### src/rtl/tt_um_serdes_if.sv
// rtl/tt_um_serdes_if.sv - TinyTapeout harness bus for the serdes tile
interface tt_um_serdes_if;
  logic [7:0] ui_in;
  logic [7:0] uio_in;
  logic [7:0] uo_out;
  logic [7:0] uio_out;
  logic [7:0] uio_oe;

  modport master (output ui_in, output uio_in, input uo_out, input uio_out, input uio_oe);
  modport slave  (input ui_in, input uio_in, output uo_out, output uio_out, output uio_oe);
endinterface

### src/rtl/tt_um_serdes.sv
// rtl/tt_um_serdes.sv - 10-bit framed serializer/deserializer, one bit per clock
module tt_um_serdes (
  input  logic          clk,
  input  logic          rst_n,
  input  logic          ena,
  tt_um_serdes_if.slave bus
);

  typedef enum logic {TX_IDLE, TX_SHIFT} tx_state_e;
  typedef enum logic [1:0] {RX_IDLE, RX_DATA, RX_STOP} rx_state_e;

  logic tx_load;
  logic serial_in;
  logic loopback;
  logic serial_out;
  logic tx_busy;
  logic rx_line;

  assign tx_load   = bus.uio_in[0];
  assign serial_in = bus.uio_in[1];
  assign loopback  = bus.uio_in[2];

  logic unused_ok;
  assign unused_ok = &{1'b0, ena, bus.uio_in[7:3]};

  tx_state_e  tx_state_q, tx_state_d;
  logic [3:0] tx_cnt_q, tx_cnt_d;
  logic [9:0] tx_frame_q, tx_frame_d;
  logic       tx_done_q, tx_done_d;

  rx_state_e  rx_state_q, rx_state_d;
  logic [2:0] rx_cnt_q, rx_cnt_d;
  logic [7:0] rx_shift_q, rx_shift_d;
  logic [7:0] rx_data_q, rx_data_d;
  logic       rx_valid_q, rx_valid_d;
  logic       frame_err_q, frame_err_d;
  logic       sync1_q, sync2_q;

  // State registers
  always_ff @(posedge clk or negedge rst_n) begin
    if (!rst_n) begin
      tx_state_q  <= TX_IDLE;
      tx_cnt_q    <= 4'd0;
      tx_frame_q  <= 10'h3FF;
      tx_done_q   <= 1'b0;
      rx_state_q  <= RX_IDLE;
      rx_cnt_q    <= 3'd0;
      rx_shift_q  <= 8'h00;
      rx_data_q   <= 8'h00;
      rx_valid_q  <= 1'b0;
      frame_err_q <= 1'b0;
      sync1_q     <= 1'b1;
      sync2_q     <= 1'b1;
    end else begin
      tx_state_q  <= tx_state_d;
      tx_cnt_q    <= tx_cnt_d;
      tx_frame_q  <= tx_frame_d;
      tx_done_q   <= tx_done_d;
      rx_state_q  <= rx_state_d;
      rx_cnt_q    <= rx_cnt_d;
      rx_shift_q  <= rx_shift_d;
      rx_data_q   <= rx_data_d;
      rx_valid_q  <= rx_valid_d;
      frame_err_q <= frame_err_d;
      sync1_q     <= rx_line;
      sync2_q     <= sync1_q;
    end
  end

  // Transmitter next state: frame shifts out LSB first; count 9 means the stop bit is on the line
  always_comb begin
    tx_state_d = tx_state_q;
    tx_cnt_d   = tx_cnt_q;
    tx_frame_d = tx_frame_q;
    tx_done_d  = 1'b0;
    case (tx_state_q)
      TX_IDLE: begin
        if (tx_load) begin
          tx_state_d = TX_SHIFT;
          tx_frame_d = {1'b1, bus.ui_in, 1'b0};
          tx_cnt_d   = 4'd0;
        end
      end
      TX_SHIFT: begin
        tx_frame_d = {1'b1, tx_frame_q[9:1]};
        tx_cnt_d   = tx_cnt_q + 4'd1;
        if (tx_cnt_q == 4'd9) begin
          tx_state_d = TX_IDLE;
          tx_done_d  = 1'b1;
        end
      end
      default: tx_state_d = TX_IDLE;
    endcase
  end

  // Receiver next state: samples the synchronized line once per clock, no oversampling
  always_comb begin
    rx_state_d  = rx_state_q;
    rx_cnt_d    = rx_cnt_q;
    rx_shift_d  = rx_shift_q;
    rx_data_d   = rx_data_q;
    rx_valid_d  = 1'b0;
    frame_err_d = 1'b0;
    case (rx_state_q)
      RX_IDLE: begin
        if (!sync2_q) begin
          rx_state_d = RX_DATA;
          rx_cnt_d   = 3'd0;
        end
      end
      RX_DATA: begin
        rx_shift_d = {sync2_q, rx_shift_q[7:1]};
        rx_cnt_d   = rx_cnt_q + 3'd1;
        if (rx_cnt_q == 3'd7) begin
          rx_state_d = RX_STOP;
        end
      end
      RX_STOP: begin
        rx_state_d = RX_IDLE;
        if (sync2_q) begin
          rx_data_d  = rx_shift_q;
          rx_valid_d = 1'b1;
        end else begin
          frame_err_d = 1'b1;
        end
      end
      default: rx_state_d = RX_IDLE;
    endcase
  end

  // Outputs
  always_comb begin
    tx_busy     = (tx_state_q == TX_SHIFT);
    serial_out  = tx_busy ? tx_frame_q[0] : 1'b1;
    rx_line     = loopback ? serial_out : serial_in;
    bus.uo_out  = rx_data_q;
    bus.uio_out = {tx_done_q, frame_err_q, rx_valid_q, tx_busy, serial_out, 3'b000};
    bus.uio_oe  = 8'hF8;
  end

endmodule

### src/flat_wrapper.sv
// flat-port wrapper written by rule: the top's interface ports become plain ports
module tt_um_serdes_flat 
  (clk, rst_n, ena, bus_ui_in, bus_uio_in, bus_uo_out, bus_uio_out, bus_uio_oe);
  tt_um_serdes_if bus_i ();
  input  logic clk;
  input  logic rst_n;
  input  logic ena;
  input wire logic [$bits(bus_i.ui_in)-1:0] bus_ui_in;
  input wire logic [$bits(bus_i.uio_in)-1:0] bus_uio_in;
  output wire logic [$bits(bus_i.uo_out)-1:0] bus_uo_out;
  output wire logic [$bits(bus_i.uio_out)-1:0] bus_uio_out;
  output wire logic [$bits(bus_i.uio_oe)-1:0] bus_uio_oe;
  assign bus_i.ui_in = bus_ui_in;
  assign bus_i.uio_in = bus_uio_in;
  assign bus_uo_out = bus_i.uo_out;
  assign bus_uio_out = bus_i.uio_out;
  assign bus_uio_oe = bus_i.uio_oe;
  tt_um_serdes u_core (.clk(clk), .rst_n(rst_n), .ena(ena), .bus(bus_i));
endmodule
### config.mk
export PLATFORM = sky130hd
export DESIGN_NAME = tt_um_serdes_flat
export DESIGN_NICKNAME = d
export VERILOG_FILES = /design/src/rtl/tt_um_serdes_if.sv /design/src/rtl/tt_um_serdes.sv /design/src/flat_wrapper.sv
export SDC_FILE = /design/constraint.sdc
export NUM_CORES = 1
export LEC_CHECK = 0
export BUFFER_PORTS_ARGS = -buffer_cell sky130_fd_sc_hd__buf_2
export CORE_ASPECT_RATIO = 1.25
export CORE_UTILIZATION = 28
export CTS_CLUSTER_SIZE = 30
export DETAILED_ROUTE_END_ITERATION = 10
export SYNTH_ARGS = -nofsm -noshare
export SYNTH_HDL_FRONTEND = slang
export SYNTH_SLANG_ARGS = --single-unit
### constraint.sdc
create_clock -name clk -period 1.4 [get_ports clk]
set_input_delay 0.35 -clock clk [delete_from_list [all_inputs] [get_ports clk]]
set_output_delay 0.35 -clock clk [all_outputs]
set_load 0.01 [all_outputs]
Word-level counts from Yosys, hierarchy flattened

Index checks and enable logic that the tools add are counted.

Input port bits: 19
Logic and storage cells: 47
Output and inout port bits: 24
Bits in registers: 41

Bitwise operators: 1
Reductions and logical operators: 5
Equal/unequal tests: 7
Add/subtract/negate cells: 2
Mux-type cells: 20

Operators with widths:

| operator                                                                 | number |
|---|---|
| 10-bit one-hot mux with 2 select lines                                   | 1 |
| 1-bit 2-to-1 mux                                                         | 10 |
| 10-bit 2-to-1 mux                                                        | 1 |
| 4-bit one-hot mux with 2 select lines                                    | 1 |
| 3-bit one-hot mux with 2 select lines                                    | 1 |
| 2-bit AND reduction                                                      | 3 |
| 4-bit by 1-bit adder with 4-bit output (second input constant)           | 1 |
| 4-bit equality test (second input constant)                              | 1 |
| 2-bit 2-to-1 mux                                                         | 2 |
| 4-bit 2-to-1 mux                                                         | 1 |
| 2-bit inequality test (second input constant)                            | 2 |
| 2-bit one-hot mux with 2 select lines                                    | 1 |
| 3-bit by 1-bit adder with 3-bit output (second input constant)           | 1 |
| 3-bit equality test (second input constant)                              | 1 |
| 3-bit 2-to-1 mux                                                         | 1 |
| 2-bit by 1-bit equality test with 1-bit output (second input constant)   | 1 |
| 2-bit equality test (second input constant)                              | 1 |
| 2-bit zero test                                                          | 1 |
| 2-bit by 1-bit inequality test with 1-bit output (second input constant) | 1 |
| 1-bit one-hot mux with 2 select lines                                    | 1 |
| 2-bit nonzero test                                                       | 1 |
| 1-bit inverter                                                           | 1 |

Longest topological paths before layout

Depth after elaboration: 3
Gate-level depth with buffers: 5
Gate-level depth less buffers: 5

Worst setup path before layout

Ideal clock, no wire load.

Path kind: reg2reg
Start: reg u_core.rx_cnt_q[0]
End: reg u_core.rx_cnt_q[2]
Library setup time: 0.121 ns
Cell stages (with the launch flop): 4
Clock period less this slack: 1.125 ns
Arrival: 1.004 ns
Required time: 1.279 ns
Path slack: 0.275 ns
Buffers on the path: 0
Path through: dfrtp_1 -> ha_1 -> ha_1 -> a22o_1

Longest elaborated chain between the ends: 2

RTL lines:

| item                                   | RTL line            | source |
|---|---|---|
| start: declaration                     | tt_um_serdes.sv:32  | `logic [2:0] rx_cnt_q, rx_cnt_d;` |
| start signal: assignment               | tt_um_serdes.sv:60  | `rx_cnt_q <= rx_cnt_d;` |
| 3-bit by 1-bit adder with 3-bit output | tt_um_serdes.sv:113 | `rx_cnt_d = rx_cnt_q + 3'd1;` |
| 3-bit one-hot mux with 2 select lines  | tt_um_serdes.sv:104 | `case (rx_state_q)` |

Every way passes these cells.
A chain may end at the register's enable or synchronous reset.

Final worst setup path

Start: reg u_core.tx_frame_q[0]
End: out bus_uio_out[3]

Longest elaborated chain between the ends: 1

RTL lines:

| item                     | RTL line            | source |
|---|---|---|
| start: declaration       | tt_um_serdes.sv:28  | `logic [9:0] tx_frame_q, tx_frame_d;` |
| start signal: assignment | tt_um_serdes.sv:57  | `tx_frame_q <= tx_frame_d;` |
| 1-bit 2-to-1 mux         | tt_um_serdes.sv:134 | `serial_out = tx_busy ? tx_frame_q[0] : 1'b1;` |
| end: declaration         | flat_wrapper.sv:11  | `output wire logic [$bits(bus_i.uio_out)-1:0] bus_uio_out;` |

Every way passes these cells.

==> results.json <==
{
  "ant_nets": 0,
  "critPathLaunchType": "flip-flop",
  "path_clk_slew_ns": 0.07,
  "die_area_sq_um": 6540,
  "fmax_ghz": 0.722,
  "ctsHoldBuffers": 0,
  "drive_gt1_frac": 0.411,
  "synth-xor-area-share": 0.0101,
  "power_frac_comb": 0.319,
  "viasPerCell": 4.06,
  "ys_ff_latch": 40,
  "end_kind": "output port",
  "status": "complete, no violations",
  "post-dp-hpwl_um": 1770,
  "avgSynthCellArea_sq_um": 12.6,
  "syn_area_sq_um": 1740,
  "switching_share": 0.310,
  "grt_remaining_overflow": 0,
  "synth_top_family_by_area": "multiplexers",
  "fin_area_sq_um": 2000,
  "numPortBuffers": 25,
  "grt_pass1_wl_um": 4250,
  "path_delay_family": "flip-flops",
  "setup_violations": 0,
  "cts_buffers": 5,
  "area.growth.synth_to_final_pct": 14.7,
  "root_buffer": "clkbuf_8",
  "clkPwrFrac": 0.186,
  "p_leak_nw": 0.976,
  "core_sq_um": 5900,
  "num_rows": 31,
  "synth_mux_area_frac": 0.162,
  "min_path_type": "input port to asynchronous set/reset pin",
  "syn_inst": 138,
  "antenna_found_initial": 0,
  "drt_iter0_drc": 45,
  "crit_start": "u_core.tx_frame_q[0]",
  "p_total_mw": 4.17,
  "synthAdderAreaFrac": 0.0287,
  "cts_sinks": 40,
  "min_period_over_period": 0.989,
  "cpPeakStageDelay_ns": 0.53,
  "antennaDiodeCount": 0,
  "reg2reg_from": "u_core.sync2_q",
  "critPathBufInv": 1,
  "drt_pre_antenna_iters": 4,
  "grt_max_degree": 41,
  "synth_cell_types": 25,
  "wl_per_cell_um": 10.3,
  "power_density_nw_per_um2": 2090,
  "gp_congestion": 0.627,
  "intPower_mw": 2.88,
  "cp_data_arrival_time_ns": 1.04,
  "place_area_sq_um": 1890,
  "min_period_ns": 1.39,
  "rsz0062_at_grt": "yes",
  "p_seq_frac": 0.495,
  "synth_compound_area_frac": 0.0546,
  "clock_latency_ns": 0.28,
  "report.final.slew_viol_count": 0,
  "worst_ep_required_time_ns": 1.05,
  "cts_tree": "yes",
  "routed_wirelength_um": 2520,
  "worst-path-max-fanout": 2,
  "die_x_um": 72.5,
  "grt.total_usage": 0.0846,
  "ir_drop_v": 0.000752,
  "cpMaxStageDelayCell": "dfstp_2",
  "yosysSeqAreaShare": 0.583,
  "clk_path_buf_depth": 2,
  "yosys_warnings": 0,
  "setup.worst_path.class": "flip-flop to output port",
  "io_pins": 43,
  "clock-skew-final_ns": 0.00456,
  "grt_pass1_vias": 976,
  "die_h_um": 90.2,
  "drc_errors": 0,
  "start_util": 0.295,
  "hold_violations": 0,
  "p_switching_mw": 1.29,
  "fin_nets": 185,
  "cp_cell_sequence": "nand2b_4 -> buf_6",
  "cts_max_level": 2,
  "synth_simple_gate_area_frac": 0.0618,
  "vias": 994,
  "drv_cap": 0
}
-- routing by layer --
| layer | global-route usage | routed length [um] | vias to the layer above |
|---|---|---|---|
| li1 | - | - | 483 |
| met1 | 0.102 | 1200 | 477 |
| met2 | 0.129 | 1150 | 29 |
| met3 | 0.0348 | 126 | 5 |
| met4 | 0.0392 | 38 | 0 |
| met5 | 0 | 0 | - |
-- power by group through the flow --
stage,clock (mW),combinational [mW],sequential (mW)
after floorplan,0,1.02,2.06
after global placement,0,1.27,2.08
after detailed placement,0,1.32,2.09
after CTS,0.808,1.36,2.08
after global routing,0.860,1.52,2.15
final,0.776,1.33,2.07
-- timing repair --
item	4_1_cts	5_1_grt
endpoints found under the setup margin	1	1
gates resized for setup	2	0
pin swaps	0	0
buffers inserted	0	0
-- cell usage in the layout (no fill, tap or decap), types with 2 or more instances in the layout --
master / Yosys / layout
dfrtp_1: 29 / 29
nand3_1: 2 / 2
conb_1: 2 / 11
ha_1: 4 / 4
o21ai_0: 11 / 11
mux2_2: 18 / 18
inv_1: 5 / 5
buf_4: 17 / 2
clkbuf_8: 0 / 6
nor2_1: 3 / 3
mux2i_1: 8 / 8
dfstp_2: 11 / 11
a22o_1: 3 / 3
buf_2: 1 / 24
nand2_1: 12 / 12
-- synthesized netlist by cell type --
cell type | count | area [sq um]
nand3_1 | 2 | 10.0
o21ai_0 | 11 | 55.1
mux2i_1 | 8 | 80.1
xor2_1 | 1 | 8.76
xnor2_1 | 1 | 8.76
nor2_1 | 3 | 11.3
mux2_2 | 18 | 203
conb_1 | 2 | 7.51
buf_2 | 1 | 5.00
a22o_1 | 3 | 26.3
and2_1 | 1 | 6.26
buf_6 | 1 | 11.3
dfstp_2 | 11 | 289
nand2b_1 | 2 | 12.5
nand3_2 | 1 | 10.0
a21oi_1 | 1 | 5.00
a21o_2 | 1 | 8.76
dfrtp_1 | 29 | 726
nor3_1 | 1 | 5.00
clkbuf_1 | 1 | 3.75
ha_1 | 4 | 50.1
buf_4 | 17 | 128
inv_1 | 5 | 18.8
nand2_1 | 12 | 45.0
nor3b_1 | 1 | 7.51
-- final timing paths --
check                      slack [ns]  cells after the start                    to
min reg2reg                      0.36                      0        u_core.sync2_q
max                              0.01                      2        bus_uio_out[3]
max reg2reg                      0.17                      2  u_core.bus.uo_out[1]
min in group clk                 0.29                      3  u_core.tx_frame_q[8]
min                              0.02                      2  u_core.bus.uo_out[4]
max in group asynchronous        1.12                      2  u_core.tx_frame_q[8]
-- registers in the layout, indices dropped and copies added (netlist names), 2 cells and up --
name	flops
u_core.bus.uo_out	8
u_core.rx_cnt_q	3
u_core.rx_shift_q	8
u_core.rx_state_q	2
u_core.tx_cnt_q	4
u_core.tx_frame_q	9
-- stage by stage --
stage	setup slack, ns	hold slack [ns]	TNS, ns	utilization	std cells
floorplan	0.275	0.0544	0	-	147
global placement	0.154	0.340	0	0.321	237
detailed placement	0.150	0.339	0	0.321	237
CTS	-0.0121	0.0255	-0.0121	0.339	245
global route	-0.0357	0.0264	-0.0357	0.339	245
finish	0.0147	0.0241	0	0.339	245
-- final cells by class --
| cell class | count | area [sq um] |
|---|---|---|
| multi-input combinational | 82 | 602 |
| clock buffer | 7 | 86.3 |
| tap | 82 | 103 |
| sequential | 40 | 1010 |
| fill | 611 | 3900 |
| timing repair buffer | 28 | 166 |
| inverter | 5 | 18.8 |
| clock inverter | 1 | 7.51 |
-- cell families (layout without fill, tap and decap cells) --
logic type,after synthesis,in the layout
flops,40,40
mux,26,26
buf+inv,25,41
simple gates,23,23
compound gates,16,16
fa+ha+maj,4,4
other cells,2,11
xor+xnor,2,2
Note: power is estimated with default switching activity, not from simulation.
